`src/rtl/vmul_wb_collector_if.sv`:
```
// Signal bundle between the vector multiply unit, the writeback collector and the register file.
// The master side is upstream/register file; the slave side is the collector.
interface vmul_wb_collector_if #(
  parameter int NUMLANES   = 8,
  parameter int WIDTH      = 32,
  parameter int REGIDWIDTH = 8
);
  logic [NUMLANES*WIDTH-1:0] in_result;
  logic [REGIDWIDTH-1:0]     in_dst;
  logic                      in_dst_we;
  logic [NUMLANES-1:0]       in_dst_mask;
  logic                      in_stall;
  logic                      wb_ready;
  logic                      wb_valid;
  logic [REGIDWIDTH-1:0]     wb_dst;
  logic [NUMLANES*WIDTH-1:0] wb_data;
  logic [NUMLANES-1:0]       wb_mask;
  logic                      full;
  logic [REGIDWIDTH-1:0]     query_dst;
  logic                      query_hit;
  logic                      overflow;
  logic [15:0]               wb_count;

  modport master (
    output in_result, in_dst, in_dst_we, in_dst_mask, in_stall, wb_ready, query_dst,
    input  wb_valid, wb_dst, wb_data, wb_mask, full, query_hit, overflow, wb_count
  );

  modport slave (
    input  in_result, in_dst, in_dst_we, in_dst_mask, in_stall, wb_ready, query_dst,
    output wb_valid, wb_dst, wb_data, wb_mask, full, query_hit, overflow, wb_count
  );
endinterface

```
`src/rtl/vmul_wb_collector.sv`:
```
// Writeback FIFO between the vector multiply unit and a register-file write port,
// with a pending-write hazard lookup across all queued entries.
module vmul_wb_collector #(
  parameter int NUMLANES   = 8,
  parameter int WIDTH      = 32,
  parameter int REGIDWIDTH = 8,
  parameter int DEPTH      = 4
) (
  input  logic               clk,
  input  logic               reset,
  vmul_wb_collector_if.slave bus
);
  localparam int PW = $clog2(DEPTH);
  localparam int CW = PW + 1;
  localparam int DW = NUMLANES * WIDTH;

  logic [PW-1:0] wr_ptr_q, wr_ptr_d;
  logic [PW-1:0] rd_ptr_q, rd_ptr_d;
  logic [CW-1:0] count_q, count_d;
  logic          full_q, full_d;
  logic          overflow_q, overflow_d;
  logic [15:0]   wb_count_q, wb_count_d;

  logic [DW-1:0]         data_mem [DEPTH];
  logic [REGIDWIDTH-1:0] dst_mem  [DEPTH];
  logic [NUMLANES-1:0]   mask_mem [DEPTH];

  logic push_req, push, pop, head_valid;
  logic [DEPTH-1:0] hit_vec;

  always_comb begin
    head_valid = (count_q != '0);
    pop        = head_valid && bus.wb_ready;
    push_req   = bus.in_dst_we && !bus.in_stall && (bus.in_dst_mask != '0);
    // A full FIFO still accepts a push when the head leaves on the same edge.
    push       = push_req && (!full_q || pop);
  end

  always_comb begin
    wr_ptr_d   = push ? wr_ptr_q + 1'b1 : wr_ptr_q;
    rd_ptr_d   = pop  ? rd_ptr_q + 1'b1 : rd_ptr_q;
    count_d    = count_q;
    if (push && !pop) count_d = count_q + 1'b1;
    if (pop && !push) count_d = count_q - 1'b1;
    full_d     = (count_d == CW'(DEPTH));
    overflow_d = overflow_q || (push_req && full_q && !pop);
    wb_count_d = pop ? wb_count_q + 16'd1 : wb_count_q;
  end

  always_ff @(posedge clk or posedge reset) begin
    if (reset) begin
      wr_ptr_q   <= '0;
      rd_ptr_q   <= '0;
      count_q    <= '0;
      full_q     <= 1'b0;
      overflow_q <= 1'b0;
      wb_count_q <= '0;
    end else begin
      wr_ptr_q   <= wr_ptr_d;
      rd_ptr_q   <= rd_ptr_d;
      count_q    <= count_d;
      full_q     <= full_d;
      overflow_q <= overflow_d;
      wb_count_q <= wb_count_d;
    end
  end

  // Storage is deliberately unreset; occupancy alone decides what is visible.
  always_ff @(posedge clk) begin
    if (push) begin
      data_mem[wr_ptr_q] <= bus.in_result;
      dst_mem[wr_ptr_q]  <= bus.in_dst;
      mask_mem[wr_ptr_q] <= bus.in_dst_mask;
    end
  end

  generate
    for (genvar gi = 0; gi < DEPTH; gi++) begin : g_hit
      logic [PW-1:0] offset;
      logic          live;
      always_comb begin
        offset      = PW'(gi) - rd_ptr_q;
        live        = ({1'b0, offset} < count_q);
        hit_vec[gi] = live && (dst_mem[gi] == bus.query_dst);
      end
    end
  endgenerate

  always_comb begin
    bus.wb_valid  = head_valid;
    bus.wb_dst    = head_valid ? dst_mem[rd_ptr_q]  : '0;
    bus.wb_data   = head_valid ? data_mem[rd_ptr_q] : '0;
    bus.wb_mask   = head_valid ? mask_mem[rd_ptr_q] : '0;
    bus.full      = full_q;
    bus.overflow  = overflow_q;
    bus.wb_count  = wb_count_q;
    bus.query_hit = |hit_vec;
  end
endmodule
```
`src/flat_wrapper.sv`:
```
// flat-port wrapper written by rule: the top's interface ports become plain ports
module vmul_wb_collector_flat 
#(
  parameter int NUMLANES   = 8,
  parameter int WIDTH      = 32,
  parameter int REGIDWIDTH = 8,
  parameter int DEPTH      = 4
)
  (clk, reset, bus_in_result, bus_in_dst, bus_in_dst_we, bus_in_dst_mask, bus_in_stall, bus_wb_ready, bus_query_dst, bus_wb_valid, bus_wb_dst, bus_wb_data, bus_wb_mask, bus_full, bus_query_hit, bus_overflow, bus_wb_count);
  vmul_wb_collector_if #(.NUMLANES(NUMLANES), .WIDTH(WIDTH), .REGIDWIDTH(REGIDWIDTH)) bus_i ();
  input  logic clk;
  input  logic reset;
  input wire logic [$bits(bus_i.in_result)-1:0] bus_in_result;
  input wire logic [$bits(bus_i.in_dst)-1:0] bus_in_dst;
  input wire logic [$bits(bus_i.in_dst_we)-1:0] bus_in_dst_we;
  input wire logic [$bits(bus_i.in_dst_mask)-1:0] bus_in_dst_mask;
  input wire logic [$bits(bus_i.in_stall)-1:0] bus_in_stall;
  input wire logic [$bits(bus_i.wb_ready)-1:0] bus_wb_ready;
  input wire logic [$bits(bus_i.query_dst)-1:0] bus_query_dst;
  output wire logic [$bits(bus_i.wb_valid)-1:0] bus_wb_valid;
  output wire logic [$bits(bus_i.wb_dst)-1:0] bus_wb_dst;
  output wire logic [$bits(bus_i.wb_data)-1:0] bus_wb_data;
  output wire logic [$bits(bus_i.wb_mask)-1:0] bus_wb_mask;
  output wire logic [$bits(bus_i.full)-1:0] bus_full;
  output wire logic [$bits(bus_i.query_hit)-1:0] bus_query_hit;
  output wire logic [$bits(bus_i.overflow)-1:0] bus_overflow;
  output wire logic [$bits(bus_i.wb_count)-1:0] bus_wb_count;
  assign bus_i.in_result = bus_in_result;
  assign bus_i.in_dst = bus_in_dst;
  assign bus_i.in_dst_we = bus_in_dst_we;
  assign bus_i.in_dst_mask = bus_in_dst_mask;
  assign bus_i.in_stall = bus_in_stall;
  assign bus_i.wb_ready = bus_wb_ready;
  assign bus_i.query_dst = bus_query_dst;
  assign bus_wb_valid = bus_i.wb_valid;
  assign bus_wb_dst = bus_i.wb_dst;
  assign bus_wb_data = bus_i.wb_data;
  assign bus_wb_mask = bus_i.wb_mask;
  assign bus_full = bus_i.full;
  assign bus_query_hit = bus_i.query_hit;
  assign bus_overflow = bus_i.overflow;
  assign bus_wb_count = bus_i.wb_count;
  vmul_wb_collector #(.NUMLANES(NUMLANES), .WIDTH(WIDTH), .REGIDWIDTH(REGIDWIDTH), .DEPTH(DEPTH)) u_core (.clk(clk), .reset(reset), .bus(bus_i));
endmodule
```
`config.mk`:
```
export PLATFORM = sky130hd
export DESIGN_NAME = vmul_wb_collector_flat
export DESIGN_NICKNAME = d
export VERILOG_FILES = /design/src/rtl/vmul_wb_collector_if.sv /design/src/rtl/vmul_wb_collector.sv /design/src/flat_wrapper.sv
export SDC_FILE = /design/constraint.sdc
export NUM_CORES = 1
export LEC_CHECK = 0
export ABC_AREA = 1
export CAP_MARGIN = 20
export CORE_MARGIN = 5
export CORE_UTILIZATION = 50
export DETAILED_ROUTE_END_ITERATION = 7
export PLACE_DENSITY_LB_ADDON = 0.1
export RECOVER_POWER = 100
export SYNTH_ARGS = -nofsm -noshare
export SYNTH_HDL_FRONTEND = slang
export SYNTH_SLANG_ARGS = --single-unit
```
`constraint.sdc`:
```
create_clock -name clk -period 40.7 [get_ports clk]
set_input_delay 4.07 -clock clk [delete_from_list [all_inputs] [get_ports clk]]
set_output_delay 4.07 -clock clk [all_outputs]
set_load 0.005 [all_outputs]
```
==> results.md <==
Run status:
- The run finished, with violations left.
- The final reports fail on max-capacitance violations, max-slew violations.

Clock network:
- The H-tree depth is 3.
- The CTS clock-pin slew for the worst setup and hold paths is 70 ps.
- The clock passes through at most 3 buffers.
- CTS saw 1,113 sinks.
- In this run, post-CTS repair resized a total of 0 instances.
- The TritonCTS buffer count is 110.
- CTS placed an instance of clkbuf_16 at the clock tree root.
- The TritonCTS clock tree is yes.
- The count of hold buffers inserted by post-cts repair is 0.
- The clock network latency to the later pin of the worst-skew pair is 670 ps.
- Once the clock tree was built, the setup fixing pass inserted 0 buffers.

Worst setup path:
- The critical path arrival is 12,310 ps.
- The critical path in this run is classified as reg -> out.
- The top fanout value on the critical path is 70.
- Across all register-to-register paths, the minimum setup slack is 29,310 ps.
- The worst setup path is captured at a primary output.
- STA classifies the critical path startpoint as a flop.
- STA puts the critical path data required time at 36,630 ps.

Drt:
- The via density per instance is 5.847.
- The wire length per cell after detailed routing is 25.70 microns.
- The detailed router finished its first iteration with 1,878 violations.
- The final route contains 25,420 vias.
- For this run, design rule violations remaining after detail routing come to 0.
- The iteration count of the initial detailed-routing pass is 7.
- The final wirelength is 111,800 microns.
- The remaining antenna violation count is 0.

Logic synthesis:
- After synthesis, the share of cell area in mux cells is 0%.
- The synthesized design devotes to its leading area cell type 78.55% of total area.
- In the synthesized netlist the dominant register cell turns out to be edfxtp_1.
- The post-synthesis average cell area is 15.96 sq um.
- The cell type with the largest total area after synthesis is edfxtp_1.
- The number of synthesis warnings is 0.
- After synthesis, the share of flip-flops with an asynchronous set or reset is 2.246%.
- By area the synthesized netlist is led by edfxtp_1, a22oi_1, a31oi_1.
- The sequential area share after synthesis is 80.05%.
- The number of enable flip-flop cells after synthesis is 1,088.
- When the netlist entered floorplanning its net count stood at 2,904.
- The netlist area before placement is 41,590 sq um.
- After Yosys synthesis, and, or, nand and nor cells account for 7.165% of the synthesized area.
- In the synthesized netlist, the cells that appear most often are edfxtp_1, nand2_1, nand3_1.
- The synthesized flop and latch total is 1,113.
- Summing the areas of all compound-gate instances in the mapped netlist gives 9.175% of the synthesized area.
- By area, the combinational part of the netlist is dominated by compound AO/OA/AOI/OAI gates.
- Of the total synthesized cell area, the portion taken by full adders, half adders and majority gates is 0.3610%.
- The most numerous cell in the Yosys netlist is edfxtp_1.
- After Yosys synthesis, XOR and XNOR cells account for 0.9265% of the synthesized area.
- The cell count after synthesis is 2,607.
- After synthesis, the netlist uses 36 different library cells.

Pwr:
- VDD sags by at most 0.07468 mV.
- In this run the power spent charging and discharging nets is 1.220 mW.
- The sequential cell fraction of total power is 39.5%.
- The share of total power dissipated in the clock network is 26.8%.
- The power per standard cell area is 71.80 nW/um^2.
- The total power is 3.711 mW.
- Summed over all cells, the static leakage comes to 16.81 nW.
- The internal power of the cells totals 2.491 mW.
- Per report_power, the combinational group accounts for 33.7% of the total.
- Net switching is 32.88% of the power.

Timing:
- The worst pin sits at a relative slew slack of -503.3%.
- The clock arrives with 26.75 ps of skew.
- The count of final hold-check violations came to 0.
- Hold timing on the final database bottoms out at a slack of 504.4 ps.
- The peak clock frequency supported by timing is 61.06 MHz.
- The final setup TNS is 0 ps.
- The count of final max-slew check failures is 1,671.
- The post-route clock period utilization is 40.24%.
- Setup repair after global routing left no endpoint under its margin.
- The slew at the pin closest to its max-slew limit is 9050 ps.
- The final number of setup-violating endpoints is 0.
- The post-route minimum period is 16,380 ps.

Place:
- Detailed placement finished with a half-perimeter wire length of 62,510 microns.
- Input and output buffers added on the ports amount to 576.
- At the end of routability-driven placement, the weighted congestion stood at 0.8040.

Floorplan:
- The die footprint is 89,060 sq um.
- Measured along the y axis, the die boundary spans 298.4 microns.
- The total I/O pin count is 577.
- The horizontal die dimension is 298.4 microns.
- The number of core rows is 105.
- The area of the core is 82,240 sq um.
- The effective utilization at floorplan is 50.58%.

Worst hold path:
- The type of the tightest min-delay check is reg -> reg.

Global routing:
- Global routing used 23.99% of the available tracks across all layers.
- For this run the aggregate overflow at the end of global routing stands at 0.
- The number of antenna violations at the first check in global routing is 68.
- The pin count of the biggest net entering global routing is 141.
- The first global-routing pass estimated 162,900 microns of wire.
- The number of global-route vias before repair came to 25,260.

Layout:
- The layout overhead on the synthesized area is 24.25%.
- Cells with a size suffix above 1 make up 5.768% of the layout.
- The final-stage net count is 3,447.

Run:
- Max-cap violations in this run came to 25.
-- path summary, 6_finish.rpt --
kind,cells after the start,end,startpoint
hold / removal,1,u_core.bus.overflow,u_core.bus.overflow
min in group asynchronous,2,u_core.bus.wb_count[11],reset
max in group asynchronous,3,u_core.rd_ptr_q[0],reset
setup reg to reg,8,u_core.data_mem[0][106],u_core.count_q[0]
setup / recovery,8,bus_wb_data[107],u_core.rd_ptr_q[1]
hold reg to reg,1,u_core.bus.overflow,u_core.bus.overflow
-- layout by cell type, fill, tap and decap left out, types with 5 or more instances in the layout --
cell,n
xnor2_1,15
buf_4,13
dfrtp_1,24
inv_1,37
clkbuf_1,49
a221oi_1,5
or2_2,6
dlygate4sd3_1,557
clkinv_2,20
bufinv_16,12
nand3_1,282
edfxtp_1,1088
clkinv_1,22
diode_2,36
nor3_1,7
a31oi_1,267
clkinvlp_4,7
a22oi_1,267
xor2_1,29
nor2_1,40
ha_1,12
clkdlybuf4s50_1,19
nand2_1,312
nand4_1,6
o21ai_0,9
clkbuf_16,110
-- sequential cells by signal (all words and copies together) (netlist names) --
name and cells:
u_core.dst_mem 32, u_core.bus.overflow 1, u_core.mask_mem 32, u_core.bus.full 1, u_core.wr_ptr_q 2, u_core.count_q 3, u_core.bus.wb_count 16, u_core.rd_ptr_q 2
u_core.data_mem 1024
-- power groups by stage --
stage          Clock, mW  Sequential [mW]  Combinational, mW
6_report           0.995             1.46               1.25
5_1_grt             1.06             1.47               1.34
4_1_cts             1.01             1.44               1.35
3_5_place_dp           0             1.47               1.34
3_3_place_gp           0             1.46               1.34
2_1_floorplan          0             1.48              0.589
-- area by class of cell --
class	instances	area, sq um
antenna	36	90.09
clock buffer	136	2850
clock inverter	68	709.4
fill	6002	30560
inverter	41	166.4
multi-input combinational	1272	7277
sequential	1113	33300
tap	1070	1339
timing repair buffer	612	5949
-- critical path, cell delays in order, from the launching register on --
cell and delay [ps]:
dfrtp_1 1570, clkbuf_1 1900, nor2_4 490, clkbuf_1 1590, clkbuf_1 2190, clkbuf_1 2440
a22oi_1 320, a31oi_1 410, dlygate4sd3_1 630
-- routing by layer --
layer,vias up,part of all wire [%],global-route usage (%)
li1,11390,-,-
met1,12790,39,31.50
met2,1026,49,38.60
met3,191,9.2,7.223
met4,28,2.9,8.295
met5,-,0.15,0
-- cell families after synthesis --
family / Yosys count
xor+xnor: 44
buf+inv: 222
compound gates: 556
flops: 1113
simple gates: 660
fa+ha+maj: 12
-- stage by stage --
step,worst slack [ps],area [sq um],util (%),std cells
after detailed placement,30780,48280,58.71,4107
final,24320,51680,62.84,4348
after global placement,30770,48250,58.67,4106
after CTS,30770,51840,63.03,4311
after global routing,23710,51630,62.78,4329
after floorplan,23820,41590,-,2607
No activity file was read; power rests on OpenSTA's default activity.
